`src/rtl/sign_div_pkg.sv`:
```
// Shared types and constants for the signed iterative divider.
// Holds the FSM state encoding, default widths and the exception quotients.
// Optional feature macro used by sign_div: SIGN_DIV_FAST_EXC_EN.
package sign_div_pkg;

  typedef enum logic [2:0] {
    IDLE,
    CONV,
    DIV,
    FIX,
    DONE
  } state_t;

  localparam int DW_DEF = 16;
  localparam int VW_DEF = 8;

  // Quotient for divide-by-zero: all ones (-1); truncate to the quotient width.
  localparam logic [63:0] DZ_QUOT = '1;

  // Quotient for overflow: the most-negative value of a w-bit word.
  function automatic logic [63:0] ovf_quot(input int w);
    return 64'd1 << (w - 1);
  endfunction

endpackage

```
`src/rtl/div_step.sv`:
```
// One restoring-division step on magnitudes.
// Purely combinational: shifts in one dividend bit, subtracts if it fits.
// Remainder input is always below the divisor, so VW bits suffice for it.
module div_step
  import sign_div_pkg::*;
#(
  parameter int VW = VW_DEF
) (
  input  logic [VW-1:0] rem_in,
  input  logic          dvd_bit,
  input  logic [VW-1:0] dvs,
  output logic [VW-1:0] rem_out,
  output logic          q_bit
);

  logic [VW:0] part;

  // Compare the widened partial remainder and subtract or restore.
  always_comb begin
    part    = {rem_in, dvd_bit};
    q_bit   = (part >= {1'b0, dvs});
    rem_out = q_bit ? (part[VW-1:0] - dvs) : part[VW-1:0];
  end

endmodule

```
`src/rtl/sign_div.sv`:
```
// Iterative signed divider: sign-magnitude, one quotient bit per cycle.
// Latency: out_valid DW+2 edges after accept (2 for exceptions with SIGN_DIV_FAST_EXC_EN).
// Backpressure: result and flags hold in DONE until out_ready; in_ready only in IDLE.
module sign_div
  import sign_div_pkg::*;
#(
  parameter int DW = DW_DEF,
  parameter int VW = VW_DEF
) (
  input  logic          clk,
  input  logic          rst,
  input  logic          in_valid,
  output logic          in_ready,
  input  logic [DW-1:0] dividend,
  input  logic [VW-1:0] divisor,
  output logic          out_valid,
  input  logic          out_ready,
  output logic [DW-1:0] quotient,
  output logic [VW-1:0] remainder,
  output logic          div_zero,
  output logic          ovf
);

  localparam int            CW      = $clog2(DW + 1);
  localparam logic [DW-1:0] Q_DZ    = DW'(DZ_QUOT);
  localparam logic [DW-1:0] Q_OVF   = DW'(ovf_quot(DW));
  localparam logic [CW-1:0] CNT_TOP = CW'(DW - 1);

  state_t        state;
  logic [DW-1:0] dvd_raw;
  logic [VW-1:0] dvs_raw;
  logic          dvd_neg;
  logic          dvs_neg;
  // One extra bit so the magnitude of the most-negative dividend is representable.
  logic [DW:0]   dvd_abs;
  logic [VW-1:0] dvs_abs;
  logic          dz_f;
  logic          ov_f;
  logic [CW-1:0] cnt;
  logic [VW-1:0] rem;
  logic [DW-1:0] quo;
  logic [VW-1:0] step_rem;
  logic          step_q;
  logic          dz_now;
  logic          ov_now;

  assign dz_now = (dvs_raw == '0);
  assign ov_now = (dvd_raw == Q_OVF) && (dvs_raw == '1);

  div_step #(.VW(VW)) u_step (
    .rem_in  (rem),
    .dvd_bit (dvd_abs[cnt]),
    .dvs     (dvs_abs),
    .rem_out (step_rem),
    .q_bit   (step_q)
  );

  // Control FSM with registered handshake, result and flag outputs.
  always_ff @(posedge clk or posedge rst) begin
    if (rst) begin
      state     <= IDLE;
      in_ready  <= 1'b1;
      out_valid <= 1'b0;
      quotient  <= '0;
      remainder <= '0;
      div_zero  <= 1'b0;
      ovf       <= 1'b0;
      dvd_raw   <= '0;
      dvs_raw   <= '0;
      dvd_neg   <= 1'b0;
      dvs_neg   <= 1'b0;
      dvd_abs   <= '0;
      dvs_abs   <= '0;
      dz_f      <= 1'b0;
      ov_f      <= 1'b0;
      cnt       <= '0;
      rem       <= '0;
      quo       <= '0;
    end else begin
      case (state)
        IDLE: begin
          if (in_valid && in_ready) begin
            dvd_raw  <= dividend;
            dvs_raw  <= divisor;
            dvd_neg  <= dividend[DW-1];
            dvs_neg  <= divisor[VW-1];
            in_ready <= 1'b0;
            div_zero <= 1'b0;
            ovf      <= 1'b0;
            state    <= CONV;
          end
        end
        CONV: begin
          dvd_abs <= dvd_neg ? ({1'b0, ~dvd_raw} + 1'b1) : {1'b0, dvd_raw};
          dvs_abs <= dvs_neg ? (~dvs_raw + 1'b1) : dvs_raw;
          dz_f    <= dz_now;
          ov_f    <= ov_now;
          cnt     <= CNT_TOP;
          rem     <= '0;
`ifdef SIGN_DIV_FAST_EXC_EN
          state   <= (dz_now || ov_now) ? FIX : DIV;
`else
          state   <= DIV;
`endif
        end
        DIV: begin
          rem <= step_rem;
          quo <= {quo[DW-2:0], step_q};
          cnt <= cnt - 1'b1;
          if (cnt == '0) begin
            state <= FIX;
          end
        end
        FIX: begin
          if (dz_f) begin
            quotient  <= Q_DZ;
            remainder <= '0;
          end else if (ov_f) begin
            quotient  <= Q_OVF;
            remainder <= '0;
          end else begin
            quotient  <= (dvd_neg ^ dvs_neg) ? (~quo + 1'b1) : quo;
            remainder <= dvd_neg ? (~rem + 1'b1) : rem;
          end
          div_zero  <= dz_f;
          ovf       <= ov_f;
          out_valid <= 1'b1;
          state     <= DONE;
        end
        DONE: begin
          if (out_ready) begin
            out_valid <= 1'b0;
            in_ready  <= 1'b1;
            state     <= IDLE;
          end
        end
        default: state <= IDLE;
      endcase
    end
  end

endmodule

```
`config.mk`:
```
export PLATFORM = sky130hd
export DESIGN_NAME = sign_div
export DESIGN_NICKNAME = d
export VERILOG_FILES = /design/src/rtl/sign_div_pkg.sv /design/src/rtl/div_step.sv /design/src/rtl/sign_div.sv
export SDC_FILE = /design/constraint.sdc
export NUM_CORES = 1
export LEC_CHECK = 0
export CAP_MARGIN = 10
export CORE_MARGIN = 3
export CORE_UTILIZATION = 30
export CTS_BUF_LIST = sky130_fd_sc_hd__clkbuf_8
export DETAILED_ROUTE_END_ITERATION = 16
export PLACE_DENSITY = 0.5
export SYNTH_ARGS = -nofsm -noshare
export SYNTH_HDL_FRONTEND = slang
export SYNTH_SLANG_ARGS = --single-unit
```
`constraint.sdc`:
```
create_clock -name clk -period 4.2 [get_ports clk]
set_input_delay 0.84 -clock clk [delete_from_list [all_inputs] [get_ports clk]]
set_output_delay 0.84 -clock clk [all_outputs]
set_load 0.02 [all_outputs]
```
==> results.md <==
- Worst clock skew: 0.01107 ns
- Synth top area share: 0.4803
- Drt pass-1 iters: 4
- Routed wire length: 12580 um
- Die width: 144.2 um
- H-tree Lvls: 3
- Combinational share of power: 0.471
- Max Slew Vio Count: 0
- Hold WC Path Type: reg2reg
- Placed cell count: 877
- First-pass GRT wire length: 21420 um
- Switching pwr: 2.049 mW
- Die Ht: 144.2 um
- Post-route cell area: 6743 um2
- Hold_buf cts: 0
- Port bufs: 55
- #FFs+latches synth: 111
- Nets: 703
- Layout area overhead: 17.66%
- Die area: 20800 um2
- Rel. slew slack: 0.2340
- Avg WL per Cell: 14.09 um
- Crit end category: flip-flop
- Layout Cells excl Fill: 893
- Placed cell area: 6519 um2
- Leakage: 3.004 nW
- Worst R2R End: rem[0]
- WP data required: 4.49 ns
- Synthesized net count: 662
- Max Buffers Root-to-Sink: 2
- Pwr dens: 734.8 nW/um2
- Final Cycle Share: 0.7780
- Worst-margin pin slew: 1.141 ns
- Leading area contributor after synthesis: dfrtp_1
- Tot GR Track Use: 0.1280
- WHS Endpoint: quotient[10]
- Syn_area_per_cell: 9.273 um2
- Critical path arrival: 3.55 ns
- Synthesis warning total: 0
- CP peak stage delay: 0.62 ns
- Critical path buffers and inverters: 1
- CP Launch Type: flip-flop
- # diodes: 0
- Hold path start: quotient[10]
- Sw Share: 0.4136
- Cts repair resizes: 0
- Core Area: 18330 um2
- Post-synthesis cell count: 618
- Top delay family on crit path: multiplexers
- Worst r2r src: cnt[0]
- Worst hold stages: 2
- Hold Fails Final Rpt: 0
- Clock Sinks: 111
- CTS tree: yes
- Worst-path fanout max: 11
- Setup_tns: 0 ns
- Initial Util: 0.3126
- Pre-CTS WS: 0.9493 ns
- Global route overflow: 0
- Reg power frac: 0.382
- Vias: 4322
- FFs w/ async S/R, synth: 1.000
- Slowest CP cell: dfrtp_1
- Number of global-route vias before repair: 4323
- Synth top cells by count: nand2_1 (139), dfrtp_1 (110), o21ai_0 (65)
- DP HPWL: 9164 um
- P_int: 2.905 mW
- Power share of the clock group: 0.147
- CP Class: reg2reg
- Initial detailed-routing violation count: 264
- Fmax: 0.3060 GHz
- Sequential fraction of the synthesis area: 0.4849
- Clock root cell: clkbuf_8
- Worst setup margin: 0.9325 ns
- Final setup viols: 0
- Num CTS Buffers: 9
- Reg2Reg Depth: 11
- Max Cap Viol: 0
- Number of core rows: 49
- Initial antenna violation count: 0
- Share of cells above drive strength 1: 0.07831
- Post-synth EDFFs: 0
- Most common cell in the netlist: nand2_1
- Status: complete, no violations
- DRC: 0
- Pin count of the biggest net entering global routing: 64
- Post-Route Utilization: 0.3678
- Clk Latency, worst-skew pair: 0.39 ns
- Top FF cell, synth: dfrtp_1
- R2R Setup Slk: 0.93 ns
- Netlist cell types: 46
- Worst path cell trace: mux4_2 > o2111ai_1 > and3_1 > ha_1 > nor2b_1 > o21ai_0 > a311o_1 > a21oi_1 > buf_4 > mux2_2 > o22ai_1
- RePlAce Congestion: 0.8109
- Boundary pin count: 56
- Synthesized area: 5730 um2
- Clock slew at reported path FFs: 0.10 ns
- Post-layout min period: 3.268 ns
- Vias per cell: 4.840
- Antenna Nets Post-Route: 0
- # Post-CTS Setup Buffers: 0
- RSZ-0062 raised after global routing: false
- Max rail drop VDD: 0.2132 mV
- Top post-synthesis cells by area: dfrtp_1 (48%), nand2_1 (9.1%), o21ai_0 (5.7%), xor2_1 (4.3%), mux2_2 (4.1%)
## how the worst max path moves through the flow
| stage | startpoint | endpoint | slack [ns] | cells past startpoint |
|---|---|---|---|---|
| after floorplan | rst | cnt[0] | 0.43 | 1 |
| after global placement | cnt[0] | rem[0] | 1.05 | 11 |
| after detailed placement | cnt[0] | rem[0] | 0.95 | 11 |
| after CTS | cnt[0] | rem[0] | 0.91 | 11 |
| after global routing | cnt[0] | rem[0] | 0.69 | 11 |
| final | cnt[0] | rem[0] | 0.93 | 11 |
## final cells by class
class,count,area [um2]
Inverter,26,100.1
Fill cell,1839,11590
Clock buffer,11,151.4
Sequential cell,111,2779
Tap cell,229,286.5
Timing Repair Buffer,62,615.6
Multi-Input combinational cell,449,2738
Clock inverter,5,72.57
## cells in the final DEF (no fill, tap or decap), types with 14 or more instances in the layout
cell type	count
nand2_1	139
dfrtp_1	110
o21ai_0	65
clkdlybuf4s50_1	55
nor2_1	30
xor2_1	28
inv_1	27
a21oi_1	22
mux2_2	21
xnor2_1	15
ha_1	15
mux2i_1	14
nand3_1	14
## power groups by stage
stage	registers, mW	clock network (mW)	logic (mW)
final	1.89	0.728	2.33
after global routing	1.97	0.796	2.64
after CTS	1.90	0.759	2.36
after detailed placement	1.92	0	2.36
after global placement	1.91	0	2.29
after floorplan	1.89	0	1.67
## metrics by stage
| stage | power [mW] | hold slack, ns |
|---|---|---|
| finish | 4.954 | 0.4786 |
| global route | 5.403 | 0.5077 |
| CTS | 5.017 | 0.4878 |
| detailed placement | 4.277 | 0.4628 |
| global placement | 4.199 | 0.4565 |
| floorplan | 3.556 | 0.4430 |
## kinds of logic (layout without fill, tap and decap cells)
kind of cell | after synthesis | count (layout) | synth area share
AO/OA/AOI/OAI | 125 | 125 | 0.1264
XOR/XNOR | 43 | 43 | 0.06572
adder cells (fa/ha/maj) | 16 | 16 | 0.03624
buffers and inverters | 58 | 104 | 0.03843
flip-flops | 111 | 111 | 0.4849
multiplexers | 37 | 37 | 0.07358
AND/OR/NAND/NOR | 228 | 228 | 0.1747
## state kept, by name (all words and copies together) (netlist names)
register,count
dvd_abs,17
dvd_raw,16
quo,16
quotient,16
dvs_abs,8
dvs_raw,8
rem,8
remainder,8
cnt,5
state,3
div_zero,1
dz_f,1
in_ready,1
out_valid,1
ov_f,1
ovf,1
## worst register-to-register path: stages (launching register included)
cell and delay (ns):
dfrtp_1 0.62, mux4_2 0.57, o2111ai_1 0.18, and3_1 0.22
ha_1 0.26, nor2b_1 0.11, o21ai_0 0.09, a311o_1 0.31
a21oi_1 0.12, buf_4 0.21, mux2_2 0.35, o22ai_1 0.12
## layer usage
metal / vias up / part of all wire / global-route usage
li1: 2185 / - / -
met4: 0 / 0.0087 / 0.02798
met3: 10 / 0.046 / 0.03604
met1: 2041 / 0.48 / 0.1675
met2: 86 / 0.47 / 0.2126
met5: - / 0 / 0
(Power assumes the default switching activity.)
